<file path="src/rtl/led_panel_pkg.sv">
// Shared definitions for the LED panel driver: display mode encoding (also used by
// the mode/key control logic) and a width helper for parameter-derived counters.
package led_panel_pkg;

    typedef enum logic [1:0] {
        MODE_STATIC   = 2'b00,
        MODE_SCROLL_L = 2'b01,
        MODE_SCROLL_R = 2'b10,
        MODE_BLINK    = 2'b11
    } mode_t;

    // Counter width for n states, never narrower than one bit.
    function automatic int bits_for(input int n);
        return (n > 1) ? $clog2(n) : 1;
    endfunction

endpackage

</file>
<file path="src/rtl/scan_timer.sv">
// Column scan timebase: a prescaler that ticks once every SCAN_DIV clocks and a
// column counter that advances on each tick and flags the end of a frame.
module scan_timer
    import led_panel_pkg::*;
#(
    parameter int SCAN_DIV = 1000,
    parameter int COLS     = 7,
    parameter int CW       = bits_for(COLS)
) (
    input  logic          clk,
    input  logic          rst_n,
    output logic          scan_tick,
    output logic [CW-1:0] col_idx,
    output logic          frame_wrap
);

    localparam int PW = bits_for(SCAN_DIV);

    logic [PW-1:0] prescaler_q, prescaler_d;
    logic [CW-1:0] col_idx_q, col_idx_d;

    always_comb begin
        scan_tick   = (prescaler_q == PW'(SCAN_DIV - 1));
        frame_wrap  = scan_tick && (col_idx_q == CW'(COLS - 1));
        prescaler_d = scan_tick ? '0 : prescaler_q + 1'b1;
        col_idx_d   = col_idx_q;
        if (scan_tick) begin
            col_idx_d = (col_idx_q == CW'(COLS - 1)) ? '0 : col_idx_q + 1'b1;
        end
    end

    always_ff @(posedge clk) begin
        if (!rst_n) begin
            prescaler_q <= '0;
            col_idx_q   <= '0;
        end else begin
            prescaler_q <= prescaler_d;
            col_idx_q   <= col_idx_d;
        end
    end

    assign col_idx = col_idx_q;

endmodule

</file>
<file path="src/rtl/led_matrix_scroller.sv">
// Column-scanned LED matrix driver with a message buffer and static/scroll/blink modes.
// Define BLINK_EN to build the blink mode; otherwise mode 2'b11 behaves as static.
module led_matrix_scroller
    import led_panel_pkg::*;
#(
    parameter int ROWS          = 5,
    parameter int COLS          = 7,
    parameter int MSG_LEN       = 16,
    parameter int SCAN_DIV      = 1000,
    parameter int SCROLL_FRAMES = 8
) (
    input  logic                       clk,
    input  logic                       rst_n,
    input  logic [1:0]                 mode,
    input  logic                       wr_en,
    input  logic [$clog2(MSG_LEN)-1:0] wr_addr,
    input  logic [ROWS-1:0]            wr_data,
    output logic [ROWS-1:0]            row,
    output logic [COLS-1:0]            col_n,
    output logic                       frame_done
);

    localparam int AW = $clog2(MSG_LEN);
    localparam int CW = bits_for(COLS);
    localparam int FW = bits_for(SCROLL_FRAMES);

    logic          scan_tick;
    logic          frame_wrap;
    logic [CW-1:0] col_idx;

    mode_t         req_mode;
    mode_t         state_q, state_d;
    logic [AW-1:0] offset_q, offset_d;
    logic [FW-1:0] frame_cnt_q, frame_cnt_d;
    logic          visible;

    logic [ROWS-1:0] msg_mem_q [MSG_LEN];
    logic [ROWS-1:0] msg_mem_d [MSG_LEN];

    logic            blank_q, blank_d;
    logic [ROWS-1:0] row_q, row_d;
    logic [COLS-1:0] col_n_q, col_n_d;
    logic            frame_done_q, frame_done_d;

    int              rd_sum;
    logic [AW-1:0]   rd_idx;
    logic [ROWS-1:0] pixel;

    scan_timer #(
        .SCAN_DIV (SCAN_DIV),
        .COLS     (COLS),
        .CW       (CW)
    ) u_scan_timer (
        .clk        (clk),
        .rst_n      (rst_n),
        .scan_tick  (scan_tick),
        .col_idx    (col_idx),
        .frame_wrap (frame_wrap)
    );

`ifdef BLINK_EN
    logic visible_q, visible_d;
    assign visible = visible_q;
`else
    assign visible = 1'b1;
`endif

    always_comb begin
`ifdef BLINK_EN
        req_mode = mode_t'(mode);
`else
        req_mode = (mode == MODE_BLINK) ? MODE_STATIC : mode_t'(mode);
`endif
    end

    // Mode and window updates happen only on the frame wrap, so a frame never tears;
    // a mode change at that wrap takes priority over any pending step.
    always_comb begin
        state_d     = state_q;
        offset_d    = offset_q;
        frame_cnt_d = frame_cnt_q;
`ifdef BLINK_EN
        visible_d   = visible_q;
`endif
        if (frame_wrap) begin
            if (req_mode != state_q) begin
                state_d     = req_mode;
                frame_cnt_d = '0;
`ifdef BLINK_EN
                visible_d   = 1'b1;
`endif
                if (req_mode == MODE_STATIC) begin
                    offset_d = '0;
                end
            end else if (frame_cnt_q == FW'(SCROLL_FRAMES - 1)) begin
                frame_cnt_d = '0;
                case (state_q)
                    MODE_SCROLL_L: offset_d = (offset_q == AW'(MSG_LEN - 1)) ? '0 : offset_q + 1'b1;
                    MODE_SCROLL_R: offset_d = (offset_q == '0) ? AW'(MSG_LEN - 1) : offset_q - 1'b1;
`ifdef BLINK_EN
                    MODE_BLINK:    visible_d = ~visible_q;
`endif
                    default:       offset_d = offset_q;
                endcase
            end else begin
                frame_cnt_d = frame_cnt_q + 1'b1;
            end
        end
    end

    always_comb begin
        msg_mem_d = msg_mem_q;
        if (wr_en && ({1'b0, wr_addr} < (AW + 1)'(MSG_LEN))) begin
            msg_mem_d[wr_addr] = wr_data;
        end
    end

    always_comb begin
        rd_sum = int'(offset_q) + int'(col_idx);
        if (rd_sum >= MSG_LEN) begin
            rd_sum = rd_sum - MSG_LEN;
        end
        rd_idx = AW'(rd_sum);
        pixel  = visible ? msg_mem_q[rd_idx] : '0;
    end

    // One dark cycle after every tick keeps the previous column's data from ghosting
    // onto the next; the pixel is then latched and held for the rest of the slot.
    always_comb begin
        row_d        = row_q;
        col_n_d      = col_n_q;
        blank_d      = scan_tick;
        frame_done_d = frame_wrap;
        if (scan_tick) begin
            row_d   = '0;
            col_n_d = '1;
        end else if (blank_q) begin
            row_d   = pixel;
            col_n_d = ~(COLS'(1) << col_idx);
        end
    end

    always_ff @(posedge clk) begin
        if (!rst_n) begin
            state_q      <= MODE_STATIC;
            offset_q     <= '0;
            frame_cnt_q  <= '0;
            blank_q      <= 1'b0;
            row_q        <= '0;
            col_n_q      <= '1;
            frame_done_q <= 1'b0;
            for (int i = 0; i < MSG_LEN; i++) begin
                msg_mem_q[i] <= '0;
            end
        end else begin
            state_q      <= state_d;
            offset_q     <= offset_d;
            frame_cnt_q  <= frame_cnt_d;
            blank_q      <= blank_d;
            row_q        <= row_d;
            col_n_q      <= col_n_d;
            frame_done_q <= frame_done_d;
            msg_mem_q    <= msg_mem_d;
        end
    end

`ifdef BLINK_EN
    always_ff @(posedge clk) begin
        if (!rst_n) begin
            visible_q <= 1'b1;
        end else begin
            visible_q <= visible_d;
        end
    end
`endif

    assign row        = row_q;
    assign col_n      = col_n_q;
    assign frame_done = frame_done_q;

endmodule
</file>
<file path="config.mk">
export PLATFORM = sky130hd
export DESIGN_NAME = led_matrix_scroller
export DESIGN_NICKNAME = d
export VERILOG_FILES = /design/src/rtl/led_panel_pkg.sv /design/src/rtl/scan_timer.sv /design/src/rtl/led_matrix_scroller.sv
export SDC_FILE = /design/constraint.sdc
export NUM_CORES = 1
export LEC_CHECK = 0
export ABC_AREA = 1
export BUFFER_PORTS_ARGS = -buffer_cell sky130_fd_sc_hd__buf_2
export CAP_MARGIN = 15
export CORE_UTILIZATION = 43
export DETAILED_ROUTE_END_ITERATION = 8
export GPL_TIMING_DRIVEN = 0
export SLEW_MARGIN = 25
export SYNTH_ARGS = -nofsm -noshare
export SYNTH_HDL_FRONTEND = slang
export SYNTH_SLANG_ARGS = --single-unit
</file>
<file path="constraint.sdc">
create_clock -name clk -period 2.25 [get_ports clk]
set_clock_uncertainty 0.15 [all_clocks]
set_input_delay 0.3375 -clock clk [delete_from_list [all_inputs] [get_ports clk]]
set_output_delay 0.3375 -clock clk [all_outputs]
set_load 0.005 [all_outputs]
</file>
After elaboration in Yosys (flattened, before gate mapping):

Cells that the tools add are included.

* output and inout port bits: 13
* bits in registers: 116
* input port bits: 14
* word-level logic and storage cells: 76

* bitwise operators: 4
* add/subtract/negate cells: 7
* equal/unequal tests: 9
* magnitude comparators: 4
* reductions and logical operators: 9
* shift-type cells: 1
* muxes and demuxes: 17

Operators by type and width (count)
* 80-bit bitwise mux: 1
* 4-bit two-way mux: 6
* 5-bit binary-select mux with 4-bit select: 1
* 5-bit demux with 4-bit select: 1
* 5-bit >= comparator (second input constant): 3
* 5-bit two-way mux: 3
* 10-bit by 1-bit adder with 10-bit output (second input constant): 1
* 10-bit equality test (second input constant): 1
* 4-bit NOT with 5-bit output: 2
* 3-bit two-way mux: 3
* 4-bit case mux with 2 select lines: 1
* 4-bit by 1-bit subtractor with 4-bit output (second input constant): 2
* 7-bit NOT: 1
* 1-bit by 3-bit << shifter with 7-bit output (first input constant): 1
* 3-bit by 1-bit adder with 3-bit output (second input constant): 2
* 3-bit equality test (second input constant): 2
* 4-bit by 3-bit adder with 5-bit output: 1
* 5-bit by 1-bit < comparator with 1-bit output (second input constant): 1
* 4-bit by 1-bit adder with 4-bit output (second input constant): 1
* 2-bit equality test (second input constant): 2
* 4-bit equality test (second input constant): 1
* 4-bit logical NOT: 1
* 4-bit AND reduction: 1
* 3-bit nonzero test: 1
* other kinds (10): 11

Longest topological paths before layout:

Gate-level depths: netlist (run 1).

* depth in word-level cells: 7
* gate-level depth with buffers: 12
* mapped depth without buffers: 12

Hierarchy:

From an unflattened synthesis (run 1), not the netlist that was laid out.

* cell total of the unflattened synthesis: 841
* area, all modules: 5738.0 sq um

By module, submodules not included
* led_matrix_scroller: instances 1, seq. area each 2062.0 sq um, area an instance 5024.8 sq um, cells an instance 741
* scan_timer: instances 1, seq. area each 260.2 sq um, area an instance 713.2 sq um, cells an instance 100

Worst setup path before layout (run 1):

No wires, ideal clock.

* kind: reg-to-reg
* from: register u_scan_timer.col_idx_q[0] (netlist: u_scan_timer.col_idx[0])
* to: register row_q[0] (netlist: row[0])
* setup time: 0.070 ns
* stages on the path, launching flop included: 11
* clock period less this slack: 1.993 ns
* arrival time: 1.773 ns
* required time: 2.030 ns
* path buffers: 1
* setup slack: 0.257 ns
* cells stage by stage: dfxtp_1 > ha_1 > fa_1 > inv_1 > clkbuf_1 > nand3_1 > nand2_1 > nand2_1 > nand3_1 > nand3_1 > a21oi_1

* cells in the longest elaborated chain, start to end: 7
* elaborated cells on any way between the ends: 8
* classes of those cells: add/sub: 2; order compare: 1; mux: 4; bitwise: 1

Ends and longest elaborated chain
* start, declared: line scan_timer.sv:20 `logic [CW-1:0] col_idx_q, col_idx_d;`
* start signal, assigned: line scan_timer.sv:38 `col_idx_q <= col_idx_d;`
* 4-bit by 3-bit adder with 5-bit output (*): line led_matrix_scroller.sv:119 `rd_sum = int'(offset_q) + int'(col_idx);`
* 4-bit by 1-bit subtractor with 4-bit output / 5-bit >= comparator (equally long branches): line led_matrix_scroller.sv:121, led_matrix_scroller.sv:120
* 4-bit two-way mux (*): line led_matrix_scroller.sv:120 `if (rd_sum >= MSG_LEN) begin`
* 4-bit NOT with 5-bit output (implied by the code) (*): line led_matrix_scroller.sv:124 `pixel = visible ? msg_mem_q[rd_idx] : '0;`
* 5-bit binary-select mux with 4-bit select (*): line led_matrix_scroller.sv:124
* 5-bit two-way mux (implied by the code) (*) (2 in a row): line led_matrix_scroller.sv:124
* end signal, assigned: line led_matrix_scroller.sv:160 `row_q <= row_d;`
* end, declared: line led_matrix_scroller.sv:41 `logic [ROWS-1:0] row_q, row_d;`

Every way passes the cells marked *; elsewhere a longest branch is shown, timed or not. The select of a mux whose other input is x is not followed.
A chain may end at the register's enable or synchronous reset.

Worst setup path in the final report (run 1):

* from: register u_scan_timer.col_idx_q[1] (netlist: u_scan_timer.col_idx[1])
* to: register row_q[2] (netlist: row[2])

Same word-level chain as after synthesis.

==> results of run 1 <==
## logic make-up after synthesis
kind of cell | Yosys count | synth area share, %
adders and majority gates | 12 | 2.86
and+or+nand+nor | 392 | 30.5
DFF | 116 | 42.2
xor gates and xnor gates | 5 | 0.795
buffers and inverters | 128 | 9.14
AOI/OAI and AO/OA | 156 | 14.5
## placed cells by master, fill, tap and decap left out, types with 5 or more instances in the layout
master	n
dfxtp_1	115
o21ai_0	82
nor2_1	103
a21oi_1	68
clkbuf_1	18
buf_2	36
clkbuf_16	17
inv_1	85
ha_1	10
clkinv_1	7
nand3_1	90
nor3_1	6
clkinv_2	5
nand2_1	174
## per-stage QoR
step                cell area, sq um  utilization, %  cells
floorplan                       5510               -    809
global placement                5850            47.7   1003
detailed placement              5850            47.7   1003
CTS                             6420            52.4   1035
global route                    6440            52.5   1035
finish                          6440            52.5   1035
## final cells by class
type                            instances  area, sq um  share of cell area [%]
Inverter                               95          357                    5.54
Multi-Input combinational cell        565         2690                    41.7
Sequential cell                       116         2320                    36.1
Clock buffer                           23          488                    7.57
Clock inverter                          9         77.6                    1.20
Tap cell                              168          210                    3.26
Timing Repair Buffer                   26          130                    2.02
Buffer                                 33          169                    2.62
## registers in the layout, indices dropped and copies added (netlist names)
register and cells:
u_scan_timer.prescaler_q 10, row 5, blank_q 1, frame_done 1, frame_cnt_q 3, msg_mem_q 80, offset_q 4, col_n 7
state_q 2, u_scan_timer.col_idx 3
## per-layer routing
layer	part of all wire, %	vias to the layer above
met2	47	125
met1	46	2457
li1	-	2704
met5	0	-
met4	2.3	0
met3	4.7	28
## cells in the mapped netlist (2+ instances only)
master | count | area [sq um]
a21oi_1 | 68 | 340
buf_2 | 11 | 55.1
clkbuf_1 | 20 | 75.1
clkinv_1 | 8 | 30.0
dfxtp_1 | 116 | 2320
ha_1 | 11 | 138
inv_1 | 86 | 323
nand2_1 | 174 | 653
nand2_2 | 3 | 18.8
nand3_1 | 90 | 450
nand3_2 | 2 | 20.0
nand3b_1 | 2 | 15.0
nand4_1 | 4 | 25.0
nor2_1 | 104 | 390
nor2_4 | 3 | 33.8
nor3_1 | 6 | 30.0
o2111ai_1 | 2 | 17.5
o211ai_1 | 2 | 15.0
o21ai_0 | 82 | 410
xor2_1 | 4 | 35.0
## how the worst min path moves through the flow
stage | start | endpoint | slack, ps | depth (start not counted)
finish | wr_data[4] | msg_mem_q[9] | 150 | 3
global route | wr_data[0] | msg_mem_q[10] | 170 | 3
CTS | wr_data[4] | msg_mem_q[9] | 130 | 3
detailed placement | msg_mem_q[5] | msg_mem_q[5] | 290 | 2
global placement | msg_mem_q[21] | msg_mem_q[21] | 290 | 2
floorplan | msg_mem_q[20] | msg_mem_q[20] | 280 | 2
## power breakdown
| group | internal (mW) | switching (mW) | total (mW) |
|---|---|---|---|
| Sequential | 2.09 | 0.0156 | 2.11 |
| Combinational | 0.0614 | 0.157 | 0.219 |
| Clock | 1.62 | 0.935 | 2.56 |
## worst max-delay path, delay by kind of cell (launching register included)
family,cells,cell delay [ps]
compound gates,1,70
flops,1,530
fa+ha+maj,1,540
buf+inv,2,250
simple gates,4,520
## timing repair
action / 4_1_cts / 5_1_grt
resized for setup: 6 / 15
setup endpoints to repair: 5 / 5
pin swaps: 0 / 0
==> flow_metrics.tcl, run 1 <==
set metrics [dict create \
    core_sq_mm 0.0123 \
    root_buffer "clkbuf_16" \
    postCtsHoldBufs 0 \
    worst_ir_drop_vdd_v 0.000880 \
    nets 880 \
    yosys.cell_types.count 31 \
    dp_slack_ps -275 \
    post-cts-setup-buffer-count 0 \
    cp-endpoint "row[2]" \
    tightest_slew_ps 645 \
    cp_common_cell "nand3_1" \
    vias_per_cell 5.13 \
    start_util_pct 44.9 \
    cp_slowest_stage_delay_ps 540 \
    min_period_over_period_pct 96.5 \
    ys_seq_area_share_pct 42.2 \
    cp-start-kind "register" \
    critPathLaunch "u_scan_timer.col_idx[1]" \
    rr_startpoint "u_scan_timer.col_idx[1]" \
    setup_ws_ps 78.1 \
    arrival_ps 2320 \
    status "completed" \
    dr.pass1.iters 5 \
    cts_tree "yes" \
    drc 0 \
    met2_usage_pct 39.1 \
    fillers 1240 \
    die-area_sq_mm 0.0133 \
    antenna_cells 0 \
    cts_max_level 4 \
    timing.fmax_mhz 460 \
    synth_edf_count 0 \
    drive_gt1_share_pct 10.5 \
    grt_use_total_pct 23.4 \
    final_max_slew_viol_count 0 \
    critPathRequiredTime_ps 2400 \
    numCtsBuffers 17 \
    antenna_found_initial 0 \
    overflow 0 \
    synth_ff_type "dfxtp_1" \
    grt_pass1_vias 5006 \
    ant_nets 0 \
    wl_per_cell_um 14.0 \
    clkTransAtPathRegs_ps 50 \
    synth_cells 809 \
    hold_path.class "primary input to register" \
    fp.dieH_um 115 \
    clock_sinks 116 \
    fp-row-count 40 \
    path_class "register to register" \
    setup_viol 0 \
    grt_max_degree 17 \
    drt-total-wl_um 14500 \
    syn_area_per_cell_sq_um 6.81 \
    use_met1_pct 28.7 \
    io_pins 27 \
    setup-tns-final_ps 0 \
    ff2ff_setup_slack_ps 80 \
    cp-end-kind "register" \
    rr_worst_depth 8 \
    io_buffers 26 \
    synth_nets 835 \
    timing.rr.end "row[2]" \
    drtIter0Drc 380 \
    yosys_warnings 0 \
    syn-cell-area_sq_mm 0.00551 \
    rsz0062_at_grt "false" \
    whs_ps 150 \
    hold_violations 0 \
    gp_congestion 0.897 \
    maxCapViolCount 0 \
    die_w_um 115 \
    critPathMaxFanout 10 \
    gr-usage-met3_pct 5.85 \
    power_density_mw_per_mm2 758 \
    grt_pass1_wl_um 23800 \
    power.total_mw 4.88 \
    dr_total_vias 5314 \
    syn2layout_area_growth_pct 17.0 \
    cp_cell_sequence "fa_2 > inv_2 > buf_6 > nand3_1 > nand3_1 > nand3_1 > nand3_1 > a21oi_1" \
    clk_path_buf_depth 2 \
    insertion_delay_ps 420 \
    hpwl_um 10300 \
    top_usage_layer "met2" \
    synthArstFlopShare_pct 0 \
    synth-seq-cells 116 \
    fin_crit_ps 2170 \
    slew-limit-headroom_pct 57.0 \
    cp_slowest_cell "fa_2" \
    p_leak_nw 2.71 \
]
(Power assumes the default switching activity.)
==> run 2, diff against run 1 <==
--- a/config.mk
+++ b/config.mk
@@ -8,6 +8,7 @@
 export ABC_AREA = 1
 export BUFFER_PORTS_ARGS = -buffer_cell sky130_fd_sc_hd__buf_2
 export CAP_MARGIN = 15
+export CORE_ASPECT_RATIO = 1.4
 export CORE_UTILIZATION = 43
 export DETAILED_ROUTE_END_ITERATION = 8
 export GPL_TIMING_DRIVEN = 0
==> run 2 against run 1 <==
  * The flow now finishes with violations (design-rule violations)
  * Highest routed layer unchanged
  * Power up 4.8%
  * Clock power increased by 9.0%
  * Combinational power hardly changed
  * Non-clock buffer count did not move
  * Sequential power barely moved
  * Routed wire length is 2.7% higher
  * Critical path type unchanged
  * Utilization shrank 0.16 points
  * Via count is 0.68% higher
  * Worst setup slack improved by 9.4 ps
  * Global-route usage fell by 0.22 points
==> flow_metrics.tcl, run 2 (synthesis results as in run 1) <==
set metrics [dict create \
    maxCapViolCount 0 \
    hold_violations 0 \
    ant_nets 0 \
    drt-total-wl_um 14900 \
    cts_max_level 4 \
    grt_pass1_wl_um 24000 \
    syn2layout_area_growth_pct 18.3 \
    cts_tree "yes" \
    grt_max_degree 17 \
    final_max_slew_viol_count 0 \
    insertion_delay_ps 410 \
    layout_common_cells "nand2_1, dfxtp_1, nor2_1" \
    cp_cell_sequence "ha_2 > fa_1 > inv_2 > buf_6 > nand3_1 > nand3_1 > nand3_2 > nand3_1 > a21oi_2" \
    cp-start-kind "register" \
    min_to "msg_mem_q[4]" \
    die-area_sq_mm 0.0133 \
    setup_viol 0 \
    root_buffer "clkbuf_16" \
    status "finished, violations left" \
    routed-wl-met3_um 750 \
    core_sq_mm 0.0124 \
    overflow 0 \
    largest_reg_flops 80 \
    rr_startpoint "u_scan_timer.col_idx[0]" \
    drtIter0Drc 271 \
    postCtsHoldBufs 0 \
    grt_pass1_vias 5023 \
    cp_common_cell "nand3_1" \
    topRoutingLayerUsed "met4" \
    antenna_cells 0 \
    grt_use_total_pct 23.2 \
    wl_per_cell_um 14.6 \
    io_pins 27 \
    min_period_over_period_pct 96.1 \
    regMostFlops "msg_mem_q" \
    layout_commonest_cell "nand2_1" \
    critPathMaxFanout 10 \
    vias_per_cell 5.26 \
    cp_slowest_stage_delay_ps 590 \
    hp-start "wr_data[4]" \
    worst_ir_drop_vdd_v 0.000486 \
    hold_path.class "primary input to register" \
    dr.pass1.iters 9 \
    failed_checks "design-rule violations" \
    antenna_found_initial 0 \
    clock_sinks 116 \
    numCtsBuffers 17 \
    path_class "register to register" \
    tightest_slew_ps 674 \
    arrival_ps 2360 \
    whs_ps 160 \
    fp-row-count 48 \
    fp.dieH_um 136 \
    post_dp_cell_area_sq_mm 0.00582 \
    fin_crit_ps 2160 \
    setup_ws_ps 87.5 \
    clkTransAtPathRegs_ps 60 \
    io_buffers 26 \
    dp_slack_ps -166 \
    critPathRequiredTime_ps 2440 \
    cp_slowest_cell "fa_1" \
    rr_worst_depth 9 \
    drc 4 \
    timing.rr.end "row[3]" \
    drt-met1-wl_um 6260 \
    final_area_sq_mm 0.00651 \
    dr_wl_met2_um 7290 \
    nets 880 \
    gp_congestion 0.882 \
    clk_path_buf_depth 2 \
    fillers 1252 \
    hold-path-cell-count 3 \
    ff2ff_setup_slack_ps 90 \
    p_leak_nw 2.78 \
    timing.fmax_mhz 462 \
    power_density_mw_per_mm2 786 \
    die_w_um 97.6 \
    hpwl_um 10600 \
    slew-limit-headroom_pct 55.0 \
    dr_total_vias 5350 \
    drive_gt1_share_pct 11.4 \
    start_util_pct 44.3 \
    cp-end-kind "register" \
]
## run 2: cell type report
cell class              count  area [sq um]  share of cell area (%)
multi-input cells         565          2720                    41.8
flip-flops and latches    116          2330                    35.7
clock buffers              23           488                    7.49
inverters                  95           357                    5.48
well taps                 150           188                    2.88
plain buffers              33           179                    2.75
repair buffers             26           130                    2.00
clock inverters             9           125                    1.92
## run 2: worst max-delay path by stage
stage	from	end	slack [ps]	depth (start not counted)
after floorplan	u_scan_timer.col_idx[0]	row[0]	260	10
after global placement	u_scan_timer.col_idx[0]	row[2]	-180	10
after detailed placement	u_scan_timer.col_idx[0]	row[2]	-170	10
after CTS	u_scan_timer.col_idx[0]	row[3]	10	9
after global routing	u_scan_timer.col_idx[0]	row[0]	-30	10
final	u_scan_timer.col_idx[0]	row[3]	90	9
## run 2: where the power goes
group          internal (mW)  total, mW  switching [mW]
clock                   1.85       2.79           0.940
combinational         0.0615      0.222           0.160
sequential              2.09       2.11          0.0154
total                   4.00       5.12            1.12
## run 2: stage by stage
step                      power, mW  TNS (ps)  util (%)  instances
after global placement         2.36      -827      46.8        985
after detailed placement       2.37      -771      46.8        985
after CTS                      5.15         0      51.8       1017
after global routing           5.28     -37.2      52.4       1017
final                          5.12         0      52.4       1017
after floorplan                2.28         0         -        809
## run 2: worst max-delay path, delay by kind of cell, from the launching register on
kind | cells | cell delay (ps)
and+or+nand+nor | 4 | 450
AOI/OAI and AO/OA | 1 | 150
DFF | 1 | 340
buffers and inverters | 2 | 210
adders and majority gates | 2 | 790
## run 2: routing by layer
metal	track usage (%)	up-vias
met5	0	-
met4	12.5	0
met3	4.37	50
met2	40.5	147
met1	26.8	2451
li1	-	2702
## run 2: repair_timing
item	CTS	global route
setup endpoints to repair	5	5
resized for setup	4	32
pin swaps	0	3
buffers inserted	0	0
gates cloned	0	0
hold endpoints to repair	0	0
